## src/rtl/ex_div.sv

```systemverilog
// Iterative radix-2 restoring divider for the EX stage (DIV/DIVU).
// Produces {remainder, quotient} DATA_W+1 clocks after acceptance and stalls EX meanwhile.
module ex_div #(
    parameter int DATA_W = 32
) (
    input  logic                  clk,
    input  logic                  rst,
    input  logic                  start_i,
    input  logic                  annul_i,
    input  logic                  signed_div_i,
    input  logic [DATA_W-1:0]     opdata1_i,
    input  logic [DATA_W-1:0]     opdata2_i,
    output logic [2*DATA_W-1:0]   result_o,
    output logic                  ready_o,
    output logic                  stall_req_o
);

    localparam int CNT_W = $clog2(DATA_W) + 1;
    localparam logic [CNT_W-1:0] CNT_DONE = CNT_W'(DATA_W);

    typedef enum logic [1:0] {
        S_IDLE,
        S_DIVZERO,
        S_ON,
        S_END
    } state_t;

    state_t              state_q, state_d;
    logic [CNT_W-1:0]    cnt_q, cnt_d;
    logic [DATA_W-1:0]   rem_q, rem_d;
    logic [DATA_W-1:0]   dvd_q, dvd_d;
    logic [DATA_W-1:0]   dvs_q, dvs_d;
    logic                quo_neg_q, quo_neg_d;
    logic                rem_neg_q, rem_neg_d;
    logic [2*DATA_W-1:0] result_q, result_d;
    logic                ready_q, ready_d;
    logic [DATA_W:0]     trial;

    // Magnitude of a two's complement operand; the most negative value maps onto itself,
    // which read as unsigned is exactly its magnitude.
    function automatic logic [DATA_W-1:0] abs_val(input logic [DATA_W-1:0] x, input logic en);
        return (en && x[DATA_W-1]) ? (~x + 1'b1) : x;
    endfunction

    function automatic logic [DATA_W-1:0] cond_neg(input logic [DATA_W-1:0] x, input logic neg);
        return neg ? (~x + 1'b1) : x;
    endfunction

    always_comb begin
        state_d   = state_q;
        cnt_d     = cnt_q;
        rem_d     = rem_q;
        dvd_d     = dvd_q;
        dvs_d     = dvs_q;
        quo_neg_d = quo_neg_q;
        rem_neg_d = rem_neg_q;
        result_d  = result_q;
        ready_d   = ready_q;
        // Shifted partial remainder needs one extra bit before the trial subtraction.
        trial     = {rem_q, dvd_q[DATA_W-1]};

        case (state_q)
            S_IDLE: begin
                ready_d  = 1'b0;
                result_d = '0;
                if (start_i && !annul_i) begin
                    if (opdata2_i == '0) begin
                        state_d = S_DIVZERO;
                    end else begin
                        state_d   = S_ON;
                        cnt_d     = '0;
                        rem_d     = '0;
                        dvd_d     = abs_val(opdata1_i, signed_div_i);
                        dvs_d     = abs_val(opdata2_i, signed_div_i);
                        quo_neg_d = signed_div_i & (opdata1_i[DATA_W-1] ^ opdata2_i[DATA_W-1]);
                        rem_neg_d = signed_div_i & opdata1_i[DATA_W-1];
                    end
                end
            end
            S_DIVZERO: begin
                result_d = '0;
                state_d  = annul_i ? S_IDLE : S_END;
            end
            S_ON: begin
                if (annul_i) begin
                    state_d  = S_IDLE;
                    ready_d  = 1'b0;
                    result_d = '0;
                end else if (cnt_q != CNT_DONE) begin
                    if (trial >= {1'b0, dvs_q}) begin
                        rem_d = trial[DATA_W-1:0] - dvs_q;
                        dvd_d = {dvd_q[DATA_W-2:0], 1'b1};
                    end else begin
                        rem_d = trial[DATA_W-1:0];
                        dvd_d = {dvd_q[DATA_W-2:0], 1'b0};
                    end
                    cnt_d = cnt_q + 1'b1;
                end else begin
                    state_d  = S_END;
                    result_d = {cond_neg(rem_q, rem_neg_q), cond_neg(dvd_q, quo_neg_q)};
                    ready_d  = 1'b1;
                end
            end
            S_END: begin
                if (annul_i || !start_i) begin
                    state_d  = S_IDLE;
                    ready_d  = 1'b0;
                    result_d = '0;
                end else begin
                    // Divide-by-zero arrives here with ready still low; raise it one edge later.
                    ready_d = 1'b1;
                end
            end
            default: begin
                state_d  = S_IDLE;
                ready_d  = 1'b0;
                result_d = '0;
            end
        endcase
    end

    always_ff @(posedge clk) begin
        if (rst) begin
            state_q  <= S_IDLE;
            cnt_q    <= '0;
            result_q <= '0;
            ready_q  <= 1'b0;
        end else begin
            state_q  <= state_d;
            cnt_q    <= cnt_d;
            result_q <= result_d;
            ready_q  <= ready_d;
        end
    end

    // Datapath registers are only meaningful while in ON, so they carry no reset.
    always_ff @(posedge clk) begin
        rem_q     <= rem_d;
        dvd_q     <= dvd_d;
        dvs_q     <= dvs_d;
        quo_neg_q <= quo_neg_d;
        rem_neg_q <= rem_neg_d;
    end

    assign result_o    = result_q;
    assign ready_o     = ready_q;
    assign stall_req_o = start_i & ~annul_i & ~ready_q;

endmodule

```

## config.mk

```make
export PLATFORM = sky130hd
export DESIGN_NAME = ex_div
export DESIGN_NICKNAME = d
export VERILOG_FILES = /design/src/rtl/ex_div.sv
export SDC_FILE = /design/constraint.sdc
export NUM_CORES = 1
export LEC_CHECK = 0
export CAP_MARGIN = 20
export CORE_UTILIZATION = 53
export CTS_BUF_LIST = sky130_fd_sc_hd__clkbuf_8
export DETAILED_ROUTE_END_ITERATION = 10
export PLACE_DENSITY = 0.78
export SLEW_MARGIN = 20
export SYNTH_ARGS = -nofsm -noshare
export SYNTH_HDL_FRONTEND = slang
export SYNTH_SLANG_ARGS = --single-unit
```

## constraint.sdc

```tcl
create_clock -name clk -period 7.5 [get_ports clk]
set_input_delay 2.25 -clock clk [delete_from_list [all_inputs] [get_ports clk]]
set_output_delay 2.25 -clock clk [all_outputs]
set_load 0.005 [all_outputs]
```

Word level (Yosys, flattened, before mapping). Index checks and enable logic that the tools add are counted. W data, S select, Z words.

Add/sub/neg operators: 6. $lt $le $gt $ge: 1. Equal/unequal tests: 10. Mux-type cells: 36. Bitwise logic cells: 12. Reduce and logical (&&, ||, !) cells: 16.

Operator list (number): $mux W32 (13); $mux W64 (3); $pmux W64 S3 (1); $add A32 B1 Y32 const B (4); $not A32 Y32 (4); $pmux W32 S2 (2); $ge A33 B32 Y1 (1); $logic_not A32 Y1 (1); $sub A32 B32 Y32 (1); $mux W6 (4); $mux W2 (6); $pmux W6 S2 (1); $ne A2 B2 Y1 const B (5); $pmux W2 S4 (1); $add A6 B1 Y6 const B (1); $ne A6 B6 Y1 const B (1); $reduce_and A3 Y1 (2); $reduce_and A5 Y1 (1); $and A1 B1 Y1 (4); $eq A2 B2 Y1 const B (2); $mux W1 (4); $reduce_and A2 Y1 (2); $logic_and A1 B1 Y1 (3); $ne A3 B3 Y1 const B (1); 10 further kinds (13).

Bits in registers: 171. Input bits: 69. Output and inout bits: 66. Logic and storage cells: 90.

Longest topological paths before layout.
Word-level depth: 6. Gate-level depth with buffers: 14. Mapped depth without buffers: 11.

Least setup slack after synthesis. Ideal clock, no wire load.

Path type: input to register. From: input opdata2_i[19]. To: register cnt_q[5]. Setup time: 0.115 ns. Arrival: 7.185 ns. Data required time: 7.385 ns. Slack: 0.201 ns. Stages: 8. Path buffers: 0. Path through: or4_1 > nor4_2 > nor3b_1 > a31oi_1 > and4_1 > and3_1 > xnor2_1 > nor2_1.

Word-level cells in the longest chain between the ends: 3.

RTL lines: from (decl) (RTL line 12) `input logic [DATA_W-1:0] opdata2_i,`; $logic_not A32 Y1 (RTL line 67) `if (opdata2_i == '0) begin`; $ne A2 B2 Y1 (no line); $reduce_and A5 Y1 (no line); to (signal assigned) (RTL line 130) `cnt_q <= cnt_d;`; to (decl) (RTL line 29) `logic [CNT_W-1:0] cnt_q, cnt_d;`.

No other way between the ends. A chain may end at the register's enable or synchronous reset.

Worst setup path in the final report.
From: input annul_i. To: output stall_req_o.

Word-level cells in the longest chain between the ends: 3.

RTL lines: from (decl) (RTL line 9) `input logic annul_i,`; $not A1 Y1 (RTL line 147) `assign stall_req_o = start_i & ~annul_i & ~ready_q;`; $and A1 B1 Y1 (2 in series) (RTL line 147); to (decl) (RTL line 15) `output logic stall_req_o`.

No other way between the ends.

==> flow_metrics.env <==
export IMPL_worst_ir_drop_vdd_uv=165.7
export IMPL_timing_final_ws_setup_ns=1.692
export IMPL_finalWirelength_um=27280
export IMPL_layout_drive_gt1_share_pct=5.374
export IMPL_period_minus_slack_ns=5.808
export IMPL_io_buffers=134
export IMPL_drt_pass1_iterations=5
export IMPL_ys_seq_area_share_pct=40.56
export IMPL_finalPower_mw=4.601
export IMPL_final_max_slew_viol_count=0
export IMPL_setup_violations_final=0
export IMPL_placed_cells=1610
export IMPL_diodes=0
export IMPL_finalNonFillerCells=1642
export IMPL_nNetsFinal=1476
export IMPL_grt_max_degree=87
export IMPL_antenna_found_initial=0
export IMPL_p_leak_nw=4.728
export IMPL_numCtsBuffers=17
export IMPL_cts_root_buf="clkbuf_8"
export IMPL_powerDensity_nw_per_um2=358.1
export IMPL_final_common_cell="nand2_1"
export IMPL_async_flop_share_pct=0
export IMPL_finalHoldViolations=0
export IMPL_synth_seq_cells=171
export IMPL_route_detailed_drc=0
export IMPL_avgSynthCellArea_um2=8.701
export IMPL_std_cell_rows=51
export IMPL_cp_max_fo=6
export IMPL_design_area_um2=12850
export IMPL_hpwlAfterDp_um=20610
export IMPL_critPathCaptureType="output port"
export IMPL_syn_cell_area_um2=10860
export IMPL_worst_ep_required_time_ns=5.25
export IMPL_ios=135
export IMPL_rsz0062_at_grt="false"
export IMPL_n_fill_cell=1680
export IMPL_wl_per_cell_um=16.61
export IMPL_gp_congestion=0.8882
export IMPL_die_h_um=145.1
export IMPL_drv_cap=0
export IMPL_max_freq_mhz=172.2
export IMPL_overflow=0
export IMPL_cts_setup_buffers=0
export IMPL_yosysUniqueCellTypes=67
export IMPL_syn_nets=1360
export IMPL_vias=9538
export IMPL_place_ws_ns=1.705
export IMPL_start_util_pct=54.90
export IMPL_grt_pass1_wl_um=44110
export IMPL_synth_edff_count=98
export IMPL_ant_nets=0
export IMPL_worstSkewPairLatency_ns=0.48
export IMPL_grt_pass1_vias=8680
export IMPL_fp_dieW_um=145.1
export IMPL_fin_tns_setup_ns=0
export IMPL_slew_headroom_pct=30.70
export IMPL_outcome="complete, no violations"
export IMPL_hold_worst_slack_ns=0.4565
export IMPL_synth_cells=1248
export IMPL_yosysWarnings=0
export IMPL_clkSinkCount=171
export IMPL_final_cell_mix="nand2_1, clkdlybuf4s50_1, nor2_1"
export IMPL_path_clk_slew_ns=0.09
export IMPL_coreArea_um2=19780
export IMPL_dieArea_um2=21070
export IMPL_cts_max_level=4
export IMPL_cp_data_arrival_time_ns=3.56
export IMPL_post_route_period_util_pct=77.44
export IMPL_synth_ff_type="edfxtp_1"
export IMPL_crit_type="input port to output port"
export IMPL_grtUsageTotal_pct=26.10
export IMPL_placed_cell_area_um2=12460
export IMPL_via_per_inst=5.809
export IMPL_skew_ns=0.01356
export IMPL_min_path_type="flip-flop to flip-flop"
export IMPL_clock_path_buffers=2
export IMPL_final_util_pct=64.96
export IMPL_syn2layout_area_growth_pct=18.33
export IMPL_cts_repair_resize_count=0
export IMPL_first_iter_violations=800
export IMPL_start_kind="input port"
export IMPL_hold_buffers=0
export IMPL_tightestPinTransition_ns=1.040
export IMPL_cts_tree="yes"
## state kept, by name, summed over array words and instances, names as in the netlist
name       count
cnt_q          6
dvd_q         32
dvs_q         32
quo_neg_q      1
ready_o        1
rem_neg_q      1
rem_q         32
result_o      64
state_q        2
## kinds of logic (layout without fill, tap and decap cells)
logic type               after synthesis  after routing  synth area share [%]
AND/OR/NAND/NOR                      446            446                 19.38
AO/OA/AOI/OAI                        329            329                 19.24
flip-flops                           171            171                 40.56
XOR/XNOR                             140            140                 11.29
buffers and inverters                113            242                 3.917
adder cells (fa/ha/maj)               43             43                 5.024
multiplexers                           6              6                0.5876
## synth_stat cells (7+ instances only)
| master | n | area, um2 |
|---|---|---|
| clkbuf_1 | 45 | 168.9 |
| nand3_1 | 30 | 150.1 |
| xor2_1 | 63 | 551.8 |
| a31oi_1 | 8 | 50.05 |
| dfxtp_1 | 73 | 1461 |
| o21ai_0 | 82 | 410.4 |
| o211ai_1 | 9 | 67.56 |
| nor2b_1 | 7 | 43.79 |
| o21ai_1 | 18 | 90.09 |
| inv_1 | 63 | 236.5 |
| a22oi_1 | 32 | 240.2 |
| o21a_1 | 8 | 60.06 |
| or4_1 | 12 | 90.09 |
| a211oi_1 | 9 | 67.56 |
| o31ai_1 | 20 | 150.1 |
| nand2b_1 | 7 | 43.79 |
| and2_1 | 10 | 62.56 |
| o41ai_1 | 13 | 113.9 |
| ha_1 | 42 | 525.5 |
| nand2_1 | 159 | 596.8 |
| nor2_1 | 119 | 446.7 |
| and3_1 | 12 | 75.07 |
| nand4_1 | 7 | 43.79 |
| or2_2 | 7 | 43.79 |
| nor3_1 | 30 | 150.1 |
| a21o_1 | 14 | 105.1 |
| a21oi_1 | 83 | 415.4 |
| edfxtp_1 | 98 | 2943 |
| nor4_1 | 10 | 62.56 |
| xnor2_1 | 77 | 674.4 |
| or3_1 | 19 | 118.9 |
## final timing paths
path / start / to / slack [ns] / cells after the start
min: result_o[32] / result_o[32] / 0.46 / 2
max reg2reg: rem_q[2] / rem_q[24] / 3.63 / 10
min reg2reg: result_o[32] / result_o[32] / 0.46 / 2
max: annul_i / stall_req_o / 1.69 / 4
## layout make-up
type,instances,area [um2],area share [%]
clock inverter,13,132.6,1.032
clock buffer,19,261.5,2.035
tap,265,331.6,2.580
multi-input combinational,964,6050,47.08
sequential,171,4404,34.27
timing repair buffer,147,1434,11.16
inverter,63,236.5,1.840
## critical path, cell delays in order
cell and delay [ns]:
clkdlybuf4s50_1 0.50, nand2b_1 0.22, nor2_1 0.10, clkdlybuf4s50_1 0.50
## per-layer routing
layer  wire (um)  vias to the layer above  part of all wire (%)  global-route usage (%)
li1            -                     4722                     -                       -
met5           0                        -                     0                       0
met1       12460                     4428                    46                   36.04
met4         483                        0                   1.8                   7.895
met2       12520                      350                    46                   42.45
met3        1813                       38                   6.6                   3.553
## where the power goes
part | total, mW | switching, mW | leakage [nW] | internal [mW]
Clock | 0.649 | 0.361 | 0.196 | 0.288
Sequential | 1.75 | 0.360 | 1.52 | 1.39
Combinational | 2.21 | 1.32 | 3.01 | 0.888
Total | 4.60 | 2.04 | 4.73 | 2.56
No activity file was read; power rests on OpenSTA's default activity.
